### src/rtl/ddr3_pkg.sv
// Shared types and constants for the DDR3 read-data gather path.
package ddr3_pkg;

    localparam int BEATS_PER_BURST = 8;

    typedef enum logic [1:0] {
        IDLE,
        WAIT,
        GATHER
    } gather_state_t;

    function automatic int burst_width(input int lanes);
        return lanes * BEATS_PER_BURST;
    endfunction

endpackage

### src/rtl/ddr3_rdata_gather_if.sv
// User-side burst port: head burst plus valid/ready handshake.
interface ddr3_rdata_gather_if
    import ddr3_pkg::*;
#(
    parameter int D_BUS_WIDTH = 16
);
    logic [D_BUS_WIDTH*BEATS_PER_BURST-1:0] rd_data;
    logic                                   rd_valid;
    logic                                   rd_ready;

    modport master (output rd_data, output rd_valid, input rd_ready);
    modport slave  (input rd_data, input rd_valid, output rd_ready);
endinterface

### src/rtl/ddr3_rdata_fifo.sv
// Synchronous first-word-fall-through FIFO; a push into a full FIFO is
// accepted only when a pop happens in the same cycle.
module ddr3_rdata_fifo #(
    parameter int WIDTH = 128,
    parameter int DEPTH = 4
) (
    input  logic             clk,
    input  logic             rst,
    input  logic             push,
    input  logic [WIDTH-1:0] wr_data,
    input  logic             pop,
    output logic [WIDTH-1:0] rd_data,
    output logic             full,
    output logic             empty
);
    localparam int AW = $clog2(DEPTH);

    logic [WIDTH-1:0] mem [DEPTH];
    logic [AW:0]      wr_ptr, rd_ptr;
    logic             do_push, do_pop;

    assign empty   = (wr_ptr == rd_ptr);
    assign full    = (wr_ptr[AW] != rd_ptr[AW]) && (wr_ptr[AW-1:0] == rd_ptr[AW-1:0]);
    assign do_pop  = pop && !empty;
    assign do_push = push && (!full || do_pop);

    // Gating with empty keeps rd_data at zero through and after reset.
    assign rd_data = empty ? '0 : mem[rd_ptr[AW-1:0]];

    always_ff @(posedge clk) begin
        // NOTE: sequential state uses non-blocking assignments so every
        // register samples pre-edge values regardless of statement order.
        if (rst) begin
            wr_ptr <= '0;
            rd_ptr <= '0;
        end else begin
            if (do_push) wr_ptr <= wr_ptr + 1'b1;
            if (do_pop)  rd_ptr <= rd_ptr + 1'b1;
        end
    end

    // NOTE: storage is deliberately not reset; the pointers alone decide
    // which entries are valid, so clearing the array would only cost logic.
    always_ff @(posedge clk) begin
        if (do_push) mem[wr_ptr[AW-1:0]] <= wr_data;
    end
endmodule

### src/rtl/ddr3_rdata_gather.sv
// Gathers per-lane 8-beat read bursts into whole bursts and buffers them.
// Optional gather timeout enabled by defining DDR3_RDATA_TIMEOUT_EN.
module ddr3_rdata_gather
    import ddr3_pkg::*;
#(
    parameter int D_BUS_WIDTH     = 16,
    parameter int FIFO_DEPTH      = 4,
    parameter int MAX_OUTSTANDING = 4,
    parameter int TIMEOUT_CYCLES  = 32
) (
    input  logic                                        clk,
    input  logic                                        rst,
    input  logic [D_BUS_WIDTH-1:0]                      lane_ready,
    input  logic [D_BUS_WIDTH*BEATS_PER_BURST-1:0]      pdata_in,
    input  logic                                        rd_expect,
    input  logic                                        err_clr,
    output logic                                        overflow_err,
    output logic                                        unexpected_err,
    output logic                                        timeout_err,
    output logic [$clog2(MAX_OUTSTANDING+1)-1:0]        outstanding,
    ddr3_rdata_gather_if.master                         rd_if
);
    localparam int BW = burst_width(D_BUS_WIDTH);
    localparam int OW = $clog2(MAX_OUTSTANDING + 1);

    gather_state_t                state, state_next;
    logic [D_BUS_WIDTH-1:0]       sticky, sticky_next;
    logic [BEATS_PER_BURST-1:0]   hold [D_BUS_WIDTH];
    logic [BW-1:0]                burst_data, fifo_rd_data;
    logic [OW-1:0]                outstanding_next;
    logic complete, have_pending, expect_ok, push, pop;
    logic fifo_full, fifo_empty, timeout_fire;
    logic overflow_set, unexpected_set;

    assign complete     = &(sticky | lane_ready);
    assign have_pending = (outstanding != '0);
    assign expect_ok    = rd_expect && (outstanding != OW'(MAX_OUTSTANDING));
    assign push         = complete && have_pending;
    assign pop          = rd_if.rd_valid && rd_if.rd_ready;

    assign overflow_set   = push && fifo_full && !pop;
    assign unexpected_set = (complete && !have_pending) || (rd_expect && !expect_ok);

    // Lanes pulsing in the completing cycle bypass their holding register.
    always_comb begin
        burst_data = '0;
        for (int n = 0; n < D_BUS_WIDTH; n++) begin
            for (int b = 0; b < BEATS_PER_BURST; b++) begin
                burst_data[n + D_BUS_WIDTH*b] = lane_ready[n] ? pdata_in[n + D_BUS_WIDTH*b]
                                                              : hold[n][b];
            end
        end
    end

    always_ff @(posedge clk) begin
        for (int n = 0; n < D_BUS_WIDTH; n++) begin
            if (lane_ready[n]) begin
                for (int b = 0; b < BEATS_PER_BURST; b++) begin
                    hold[n][b] <= pdata_in[n + D_BUS_WIDTH*b];
                end
            end
        end
    end

    always_comb begin
        // NOTE: every always_comb output gets a default first, so no path
        // through the case can leave a latch behind.
        sticky_next      = sticky | lane_ready;
        outstanding_next = outstanding + OW'(expect_ok) - OW'(push || timeout_fire);
        state_next       = state;
        if (complete || timeout_fire) sticky_next = '0;
        case (state)
            IDLE: begin
                if (outstanding_next != '0) state_next = (|sticky_next) ? GATHER : WAIT;
            end
            WAIT, GATHER: begin
                if (outstanding_next == '0) state_next = IDLE;
                else if (|sticky_next)      state_next = GATHER;
                else                        state_next = WAIT;
            end
            default: state_next = IDLE;
        endcase
    end

    always_ff @(posedge clk) begin
        if (rst) begin
            state          <= IDLE;
            sticky         <= '0;
            outstanding    <= '0;
            overflow_err   <= 1'b0;
            unexpected_err <= 1'b0;
        end else begin
            state          <= state_next;
            sticky         <= sticky_next;
            outstanding    <= outstanding_next;
            overflow_err   <= overflow_set   | (overflow_err   & ~err_clr);
            unexpected_err <= unexpected_set | (unexpected_err & ~err_clr);
        end
    end

`ifdef DDR3_RDATA_TIMEOUT_EN
    localparam int TW = $clog2(TIMEOUT_CYCLES + 1);
    logic [TW-1:0] tmo_cnt;

    assign timeout_fire = (state != IDLE) && have_pending && !complete
                          && (tmo_cnt == TW'(TIMEOUT_CYCLES - 1));

    always_ff @(posedge clk) begin
        if (rst) begin
            tmo_cnt     <= '0;
            timeout_err <= 1'b0;
        end else begin
            if (state_next != state || complete || timeout_fire) tmo_cnt <= '0;
            else if (state != IDLE)                               tmo_cnt <= tmo_cnt + 1'b1;
            timeout_err <= timeout_fire | (timeout_err & ~err_clr);
        end
    end
`else
    // Without the timeout a partial gather waits forever; the comparison is
    // constant-false for any legal TIMEOUT_CYCLES.
    assign timeout_fire = (TIMEOUT_CYCLES < 0);
    assign timeout_err  = 1'b0;
`endif

    ddr3_rdata_fifo #(
        .WIDTH (BW),
        .DEPTH (FIFO_DEPTH)
    ) u_fifo (
        .clk     (clk),
        .rst     (rst),
        .push    (push),
        .wr_data (burst_data),
        .pop     (pop),
        .rd_data (fifo_rd_data),
        .full    (fifo_full),
        .empty   (fifo_empty)
    );

    assign rd_if.rd_data  = fifo_rd_data;
    assign rd_if.rd_valid = !fifo_empty;
endmodule
### src/flat_wrapper.sv
// flat-port wrapper written by rule: the top's interface ports become plain ports
module ddr3_rdata_gather_flat import ddr3_pkg::*;
#(
    parameter int D_BUS_WIDTH     = 16,
    parameter int FIFO_DEPTH      = 4,
    parameter int MAX_OUTSTANDING = 4,
    parameter int TIMEOUT_CYCLES  = 32
)
  (clk, rst, lane_ready, pdata_in, rd_expect, err_clr, overflow_err, unexpected_err, timeout_err, outstanding, rd_if_rd_data, rd_if_rd_valid, rd_if_rd_ready);
  ddr3_rdata_gather_if #(.D_BUS_WIDTH(D_BUS_WIDTH)) rd_if_i ();
  input  logic clk;
  input  logic rst;
  input  logic [D_BUS_WIDTH-1:0] lane_ready;
  input  logic [D_BUS_WIDTH*BEATS_PER_BURST-1:0] pdata_in;
  input  logic rd_expect;
  input  logic err_clr;
  output logic overflow_err;
  output logic unexpected_err;
  output logic timeout_err;
  output logic [$clog2(MAX_OUTSTANDING+1)-1:0] outstanding;
  output wire logic [$bits(rd_if_i.rd_data)-1:0] rd_if_rd_data;
  output wire logic [$bits(rd_if_i.rd_valid)-1:0] rd_if_rd_valid;
  input wire logic [$bits(rd_if_i.rd_ready)-1:0] rd_if_rd_ready;
  assign rd_if_rd_data = rd_if_i.rd_data;
  assign rd_if_rd_valid = rd_if_i.rd_valid;
  assign rd_if_i.rd_ready = rd_if_rd_ready;
  ddr3_rdata_gather #(.D_BUS_WIDTH(D_BUS_WIDTH), .FIFO_DEPTH(FIFO_DEPTH), .MAX_OUTSTANDING(MAX_OUTSTANDING), .TIMEOUT_CYCLES(TIMEOUT_CYCLES)) u_core (.clk(clk), .rst(rst), .lane_ready(lane_ready), .pdata_in(pdata_in), .rd_expect(rd_expect), .err_clr(err_clr), .overflow_err(overflow_err), .unexpected_err(unexpected_err), .timeout_err(timeout_err), .outstanding(outstanding), .rd_if(rd_if_i));
endmodule
### config.mk
export PLATFORM = sky130hd
export DESIGN_NAME = ddr3_rdata_gather_flat
export DESIGN_NICKNAME = d
export VERILOG_FILES = /design/src/rtl/ddr3_pkg.sv /design/src/rtl/ddr3_rdata_gather_if.sv /design/src/rtl/ddr3_rdata_fifo.sv /design/src/rtl/ddr3_rdata_gather.sv /design/src/flat_wrapper.sv
export SDC_FILE = /design/constraint.sdc
export NUM_CORES = 1
export LEC_CHECK = 0
export ABC_CLOCK_PERIOD_IN_PS = 8900
export BUFFER_PORTS_ARGS = -buffer_cell sky130_fd_sc_hd__buf_2
export CAP_MARGIN = 20
export CORE_MARGIN = 2
export CORE_UTILIZATION = 58
export CTS_CLUSTER_SIZE = 30
export DETAILED_ROUTE_END_ITERATION = 8
export PLACE_DENSITY = 0.79
export SETUP_SLACK_MARGIN = 0.3
export SYNTH_ARGS = -nofsm -noshare
export SYNTH_HDL_FRONTEND = slang
export SYNTH_SLANG_ARGS = --single-unit
### constraint.sdc
create_clock -name clk -period 8.9 [get_ports clk]
set_input_delay 0.89 -clock clk [delete_from_list [all_inputs] [get_ports clk]]
set_output_delay 0.89 -clock clk [all_outputs]
set_load 0.05 [all_outputs]
# After elaboration in Yosys (flattened, before gate mapping)
# Memory sizes are Yosys's and may differ from the RTL's. A register that Yosys moved wholly into a read port is not among the register bits.
# Cells that the tools add are included.
dict set report classes {
  bitwise 6
  n_mux 165
  add_sub_neg 4
  reduce_logical 20
  n_eq_ne 4
}
# cell n
set ops {}
lappend ops {{$mux W1} 162}
lappend ops {{$mux W128} 1}
lappend ops {{$or A16 B16 Y16} 1}
lappend ops {{$reduce_and A16 Y1} 1}
lappend ops {{$logic_and A1 B1 Y1} 10}
lappend ops {{$add A3 B1 Y3 const B} 2}
lappend ops {{$logic_not A1 Y1} 5}
lappend ops {{$mux W2} 2}
lappend ops {{$add A3 B1 Y3} 1}
lappend ops {{$eq A3 B3 Y1} 1}
lappend ops {{$ne A3 B3 Y1 const B} 1}
lappend ops {{$reduce_bool A3 Y1} 1}
lappend ops {{$sub A3 B1 Y3} 1}
lappend ops {{$and A1 B1 Y1} 2}
lappend ops {{$eq A2 B2 Y1} 1}
lappend ops {{$logic_or A1 B1 Y1} 2}
lappend ops {{$or A1 B1 Y1} 2}
lappend ops {{$reduce_or A2 Y1} 1}
lappend ops {{$ne A1 B1 Y1} 1}
lappend ops {{$not A1 Y1} 1}
dict set report word_totals {
  mem_bits_rw 640
  in_bits 149
  elab_cells 207
  mem_count 2
  regBits 27
  out_inout_bits 135
}
# memory depth width rd rd_clocked_by_memory_dff write_ports line_no
set memory_table {}
lappend memory_table {u_core.u_fifo.mem 4 128 1 1 1 ddr3_rdata_fifo.sv:18} ;# logic [WIDTH-1:0] mem [DEPTH];
lappend memory_table {u_core.hold 16 8 16 0 16 ddr3_rdata_gather.sv:28} ;# logic [BEATS_PER_BURST-1:0] hold [D_BUS_WIDTH];

# Depth between registers and ports, before layout
dict set report logic_depth {
  depth_word 8
  ltp_mapped 13
}

# Hierarchy
# From an unflattened synthesis, not the netlist that was laid out.
dict set report unflattened {
  cells_unflattened 1224
  area_unflattened_um2 25944.9
}
# mod area_each_um2 n_inst cells_each seq_area_each_um2
set by_module_without_submodules {}
lappend by_module_without_submodules {ddr3_rdata_fifo 19751.4 1 864 15534.9}
lappend by_module_without_submodules {ddr3_rdata_gather 6193.4 1 360 4254.1}

# Least setup slack after synthesis
# Ideal clock, no wire load.
dict set report synth_timing {
  path_type {input-to-reg}
  from {in lane_ready[2]}
  to {reg u_core.u_fifo.wr_ptr[2]}
  t_arrival_ps 7070
  setup_slack_ps 1747
  n_path_buf 1
  cell_stages 6
  t_required_ps 8816
  setup_ps 84
  cell_sequence {buf_2 -> nor2_2 -> nor4_4 -> nand4_4 -> nor3_2 -> mux2_1}
}
dict set report synth_between {
  elab_chain_cells 4
}
# element line_no
set synth_lines {}
lappend synth_lines {{start: declaration} flat_wrapper.sv:13} ;# input logic [D_BUS_WIDTH-1:0] lane_ready;
lappend synth_lines {{$or A16 B16 Y16} ddr3_rdata_gather.sv:35} ;# assign complete = &(sticky | lane_ready);
lappend synth_lines {{$reduce_and A16 Y1} ddr3_rdata_gather.sv:35}
lappend synth_lines {{$logic_and A1 B1 Y1} ddr3_rdata_gather.sv:38} ;# assign push = complete && have_pending;
lappend synth_lines {{$logic_and A1 B1 Y1} ddr3_rdata_fifo.sv:25} ;# assign do_push = push && (!full || do_pop);
lappend synth_lines {{end signal: assignment} ddr3_rdata_fifo.sv:37} ;# if (do_push) wr_ptr <= wr_ptr + 1'b1;
lappend synth_lines {{end: declaration} ddr3_rdata_fifo.sv:19} ;# logic [AW:0] wr_ptr, rd_ptr;
# No other way between the ends.
# A chain may end at the register's enable or synchronous reset.

==> key figures <==
Floorplan
  • DIE WIDTH: roughly 220 um
  • Number of core rows: 77
  • Die Y: 215 um
  • Core box area: ~44,000 sq um
  • Die ar.: approximately 46,000 sq um
  • IO Pins: between 200 and 300
  • Initial core utilization: around three fifths

Yosys
  • Synth area leader: edfxtp_1
  • Syn_nets: ~1,400
  • Unique masters post-synth: 36
  • Synth warn: 0
  • Sequential fraction of the synthesis area: 76.4%
  • Top cell type's share of synthesized area: between 70 and 80%
  • Mapped Area: between 20,000 and 30,000 sq um
  • Number of synthesized register bits: around 670
  • Syn avg cell area: around 21 sq um
  • Top post-synthesis cells by area: edfxtp_1, mux4_2, mux2_2, and2_1, dfxtp_1
  • Synth Instances: ~1,200

Worst hold path
  • Hold Crit Depth: 2
  • Hold Path End: u_core.sticky[6]$_SDFF_PP0_
  • Worst hold start: u_core.sticky[6]$_SDFF_PP0_
  • Type of the most critical hold path: reg2reg

Timing
  • Fmax: ~230 MHz
  • Worst Skew: about 0.018 ns
  • RSZ-0062 raised after global routing: no
  • Final Hold Fails: 0
  • Post-route clock period utilization: 48.8%
  • Least-Margin Pin Slew: 1.07 ns
  • Post-layout min period: 4.34 ns
  • Worst rel slew slack: about 29%
  • Max-slew violation count: 0
  • Final TNS setup: 0 ns
  • Final setup fails: 0

Place
  • Dpl cells: between 2,000 and 2,500
  • Port Buffers: between 200 and 300
  • Dpl hpwl: 31,600 um
  • RePlAce Congestion: between 0.7 and 0.8

Critical path
  • Critical Path End Type: output port
  • WS Path Type: reg2out
  • CP Launch Type: flop
  • Reg2reg end: u_core.u_fifo.mem[0][106]$_DFFE_PP_
  • Reg2reg path depth: 6
  • Worst Path Required: approximately 8 ns
  • R2r setup slk: between 5 and 6 ns
  • Crit Path Max Fanout: between 40 and 50
  • Critical Path AT: between 3 and 4 ns
  • Worst r2r src: u_core.sticky[15]$_SDFF_PP0_

GRT
  • Grt ovf: 0
  • Initial antenna violation count: 6
  • Met2 usage: a little under two fifths
  • Global Route Usage Sum: a little under a quarter
  • Grt met3 use: under 10%
  • First-pass GRT wire length: 78,000 um
  • Number of global-route vias before repair: 12,974
  • GRT busiest layer: met2
  • Met1 Use GR: between 30% and 40%
  • Largest net degree at the start of global routing: 78

CTS
  • CTS Buf Count: 68
  • CTS Buffer Depth: 3
  • # clock sinks: about 670
  • CTS Hold Bufs: 0
  • Clock Root Buffer: clkbuf_16
  • CTS-repair resized insts: 0
  • Clock H-tree levels: 3
  • CTS tree: built
  • Clk slew on worst S/H paths: 0.06 ns
  • Clock latency on the worst-skew pair: 0.59 ns
  • Post-CTS setup buffer count: 0

Pwr
  • Clk pwr share: 42.3%
  • Pint: about 5.3 mW
  • Total chip power: 6.60 mW
  • Net load switching power: approximately 1.3 mW
  • Combinational share of power: about 3.7%
  • Power share of the sequential group: a little over half
  • Power per cell area: between 200 and 250 nW/um^2
  • Worst vdd rail ir drop: about 150 uV
  • Switch share: between 20% and 30%
  • Lkg Pwr: 10.4 nW

Layout
  • Fin nets: 1,671
  • Commonest cells after routing, fill and taps aside: edfxtp_1, buf_2, mux4_2, and2_1, mux2_2
  • Non-filler cells in the finished layout: roughly 2,200
  • Ratio of cells with drive above 1 in the final layout: a little over two fifths
  • Area Overhead vs Synth: 16.2%
  • Commonest non-fill, non-tap cell in the layout: edfxtp_1

Routing
  • DR vias/cell: approximately 5.8
  • Drt pass-1 iters: 5
  • Final ANT Viol Nets: 0
  • Post-route DRC: 0
  • Violation count after the first detailed-routing iteration: about 1,100
  • Wirelength per Cell: roughly 24 um
  • Total number of vias: 12,481
  • DRT Wirelength: roughly 52,000 um

Outcome
  • Outcome: finished clean

Job
  • Max Cap Violations: 0
## cell families after synthesis
family	synth area share, %
xor+xnor	0.237
flops	76.4
mux	16.9
other cells	0.0145
buf+inv	1.28
compound gates	0.116
simple gates	4.71
fa+ha+maj	0.415
## per-stage QoR
stage | cell area, sq um | util, % | hold WS (ns) | setup slack [ns]
after global placement | 27900 | 63.1 | 0.471 | 4.34
after global routing | 30100 | 68.2 | 0.473 | 4.23
after floorplan | 25900 | - | 0.461 | 1.75
after detailed placement | 27900 | 63.1 | 0.482 | 4.28
after CTS | 30100 | 68.1 | 0.463 | 4.40
final | 30100 | 68.2 | 0.489 | 4.56
## worst max-delay path by stage
stage,start,to,slack [ns],depth (start not counted)
finish,flop,rd_if_rd_data[26],4.56,4
global route,flop,rd_if_rd_data[87],4.23,4
CTS,flop,rd_if_rd_data[57],4.40,4
detailed placement,lane_ready[11],u_core.u_fifo.mem[1][21]$_DFFE_PP_,4.28,7
global placement,lane_ready[10],u_core.u_fifo.mem[1][21]$_DFFE_PP_,4.34,7
floorplan,lane_ready[2],u_core.u_fifo.wr_ptr[2]$_SDFFE_PP0P_,1.75,6
## registers in the layout (all words and copies together) (netlist names), named ones only
signal and count:
u_core.u_fifo.rd_ptr 3, u_core.overflow_err 1, u_core.sticky 16, u_core.u_fifo.wr_ptr 3
u_core.outstanding 3, u_core.unexpected_err 1, u_core.u_fifo.mem 512, u_core.hold 128
## worst max-delay path: stages, from the launching register on
cell	delay (ns)
dfxtp_4	0.92
buf_4	0.83
mux4_2	0.59
and2_1	0.22
buf_2	0.23
## Yosys cell counts
cell / n
edfxtp_1: 639
nand3_1: 1
dfxtp_1: 30
buf_2: 22
nand3b_1: 1
conb_1: 1
ha_1: 7
clkbuf_1: 30
or4_1: 1
and2_1: 131
xnor2_1: 3
mux4_2: 128
nor3_1: 1
nand4_4: 1
nor2_2: 10
a32oi_1: 1
fa_1: 1
mux2_1: 2
xor2_1: 4
nand2_1: 3
buf_1: 1
buf_4: 8
o41ai_1: 1
nand2b_1: 3
nor4_4: 4
nand4b_1: 1
nor2_1: 34
inv_1: 6
mux2_2: 128
nor3_2: 1
a21oi_1: 1
nor3b_4: 1
a21boi_0: 1
mux2i_1: 2
nor2b_1: 2
buf_6: 2
## routing by layer
metal / wire (um) / up-vias
li1: - / 5452
met1: 21700 / 6522
met2: 26100 / 402
met3: 3050 / 97
met4: 1270 / 8
met5: 57 / -
## power groups by stage
stage	clock (mW)	sequential (mW)	combinational, mW
5_1_grt	2.96	3.56	0.264
3_3_place_gp	0	3.62	0.231
2_1_floorplan	0	3.63	0.131
4_1_cts	2.84	3.56	0.245
3_5_place_dp	0	3.63	0.243
6_report	2.79	3.56	0.244
## final cells by class
| cell class | count | area, sq um |
|---|---|---|
| antenna | 4 | 10.0 |
| clock buffer | 86 | 1840 |
| clock inverter | 38 | 363 |
| fill | 2812 | 14000 |
| inverter | 6 | 22.5 |
| multi-input combinational | 475 | 5800 |
| sequential | 669 | 19800 |
| tap | 592 | 741 |
| timing repair buffer | 294 | 1520 |
(Power assumes the default switching activity.)
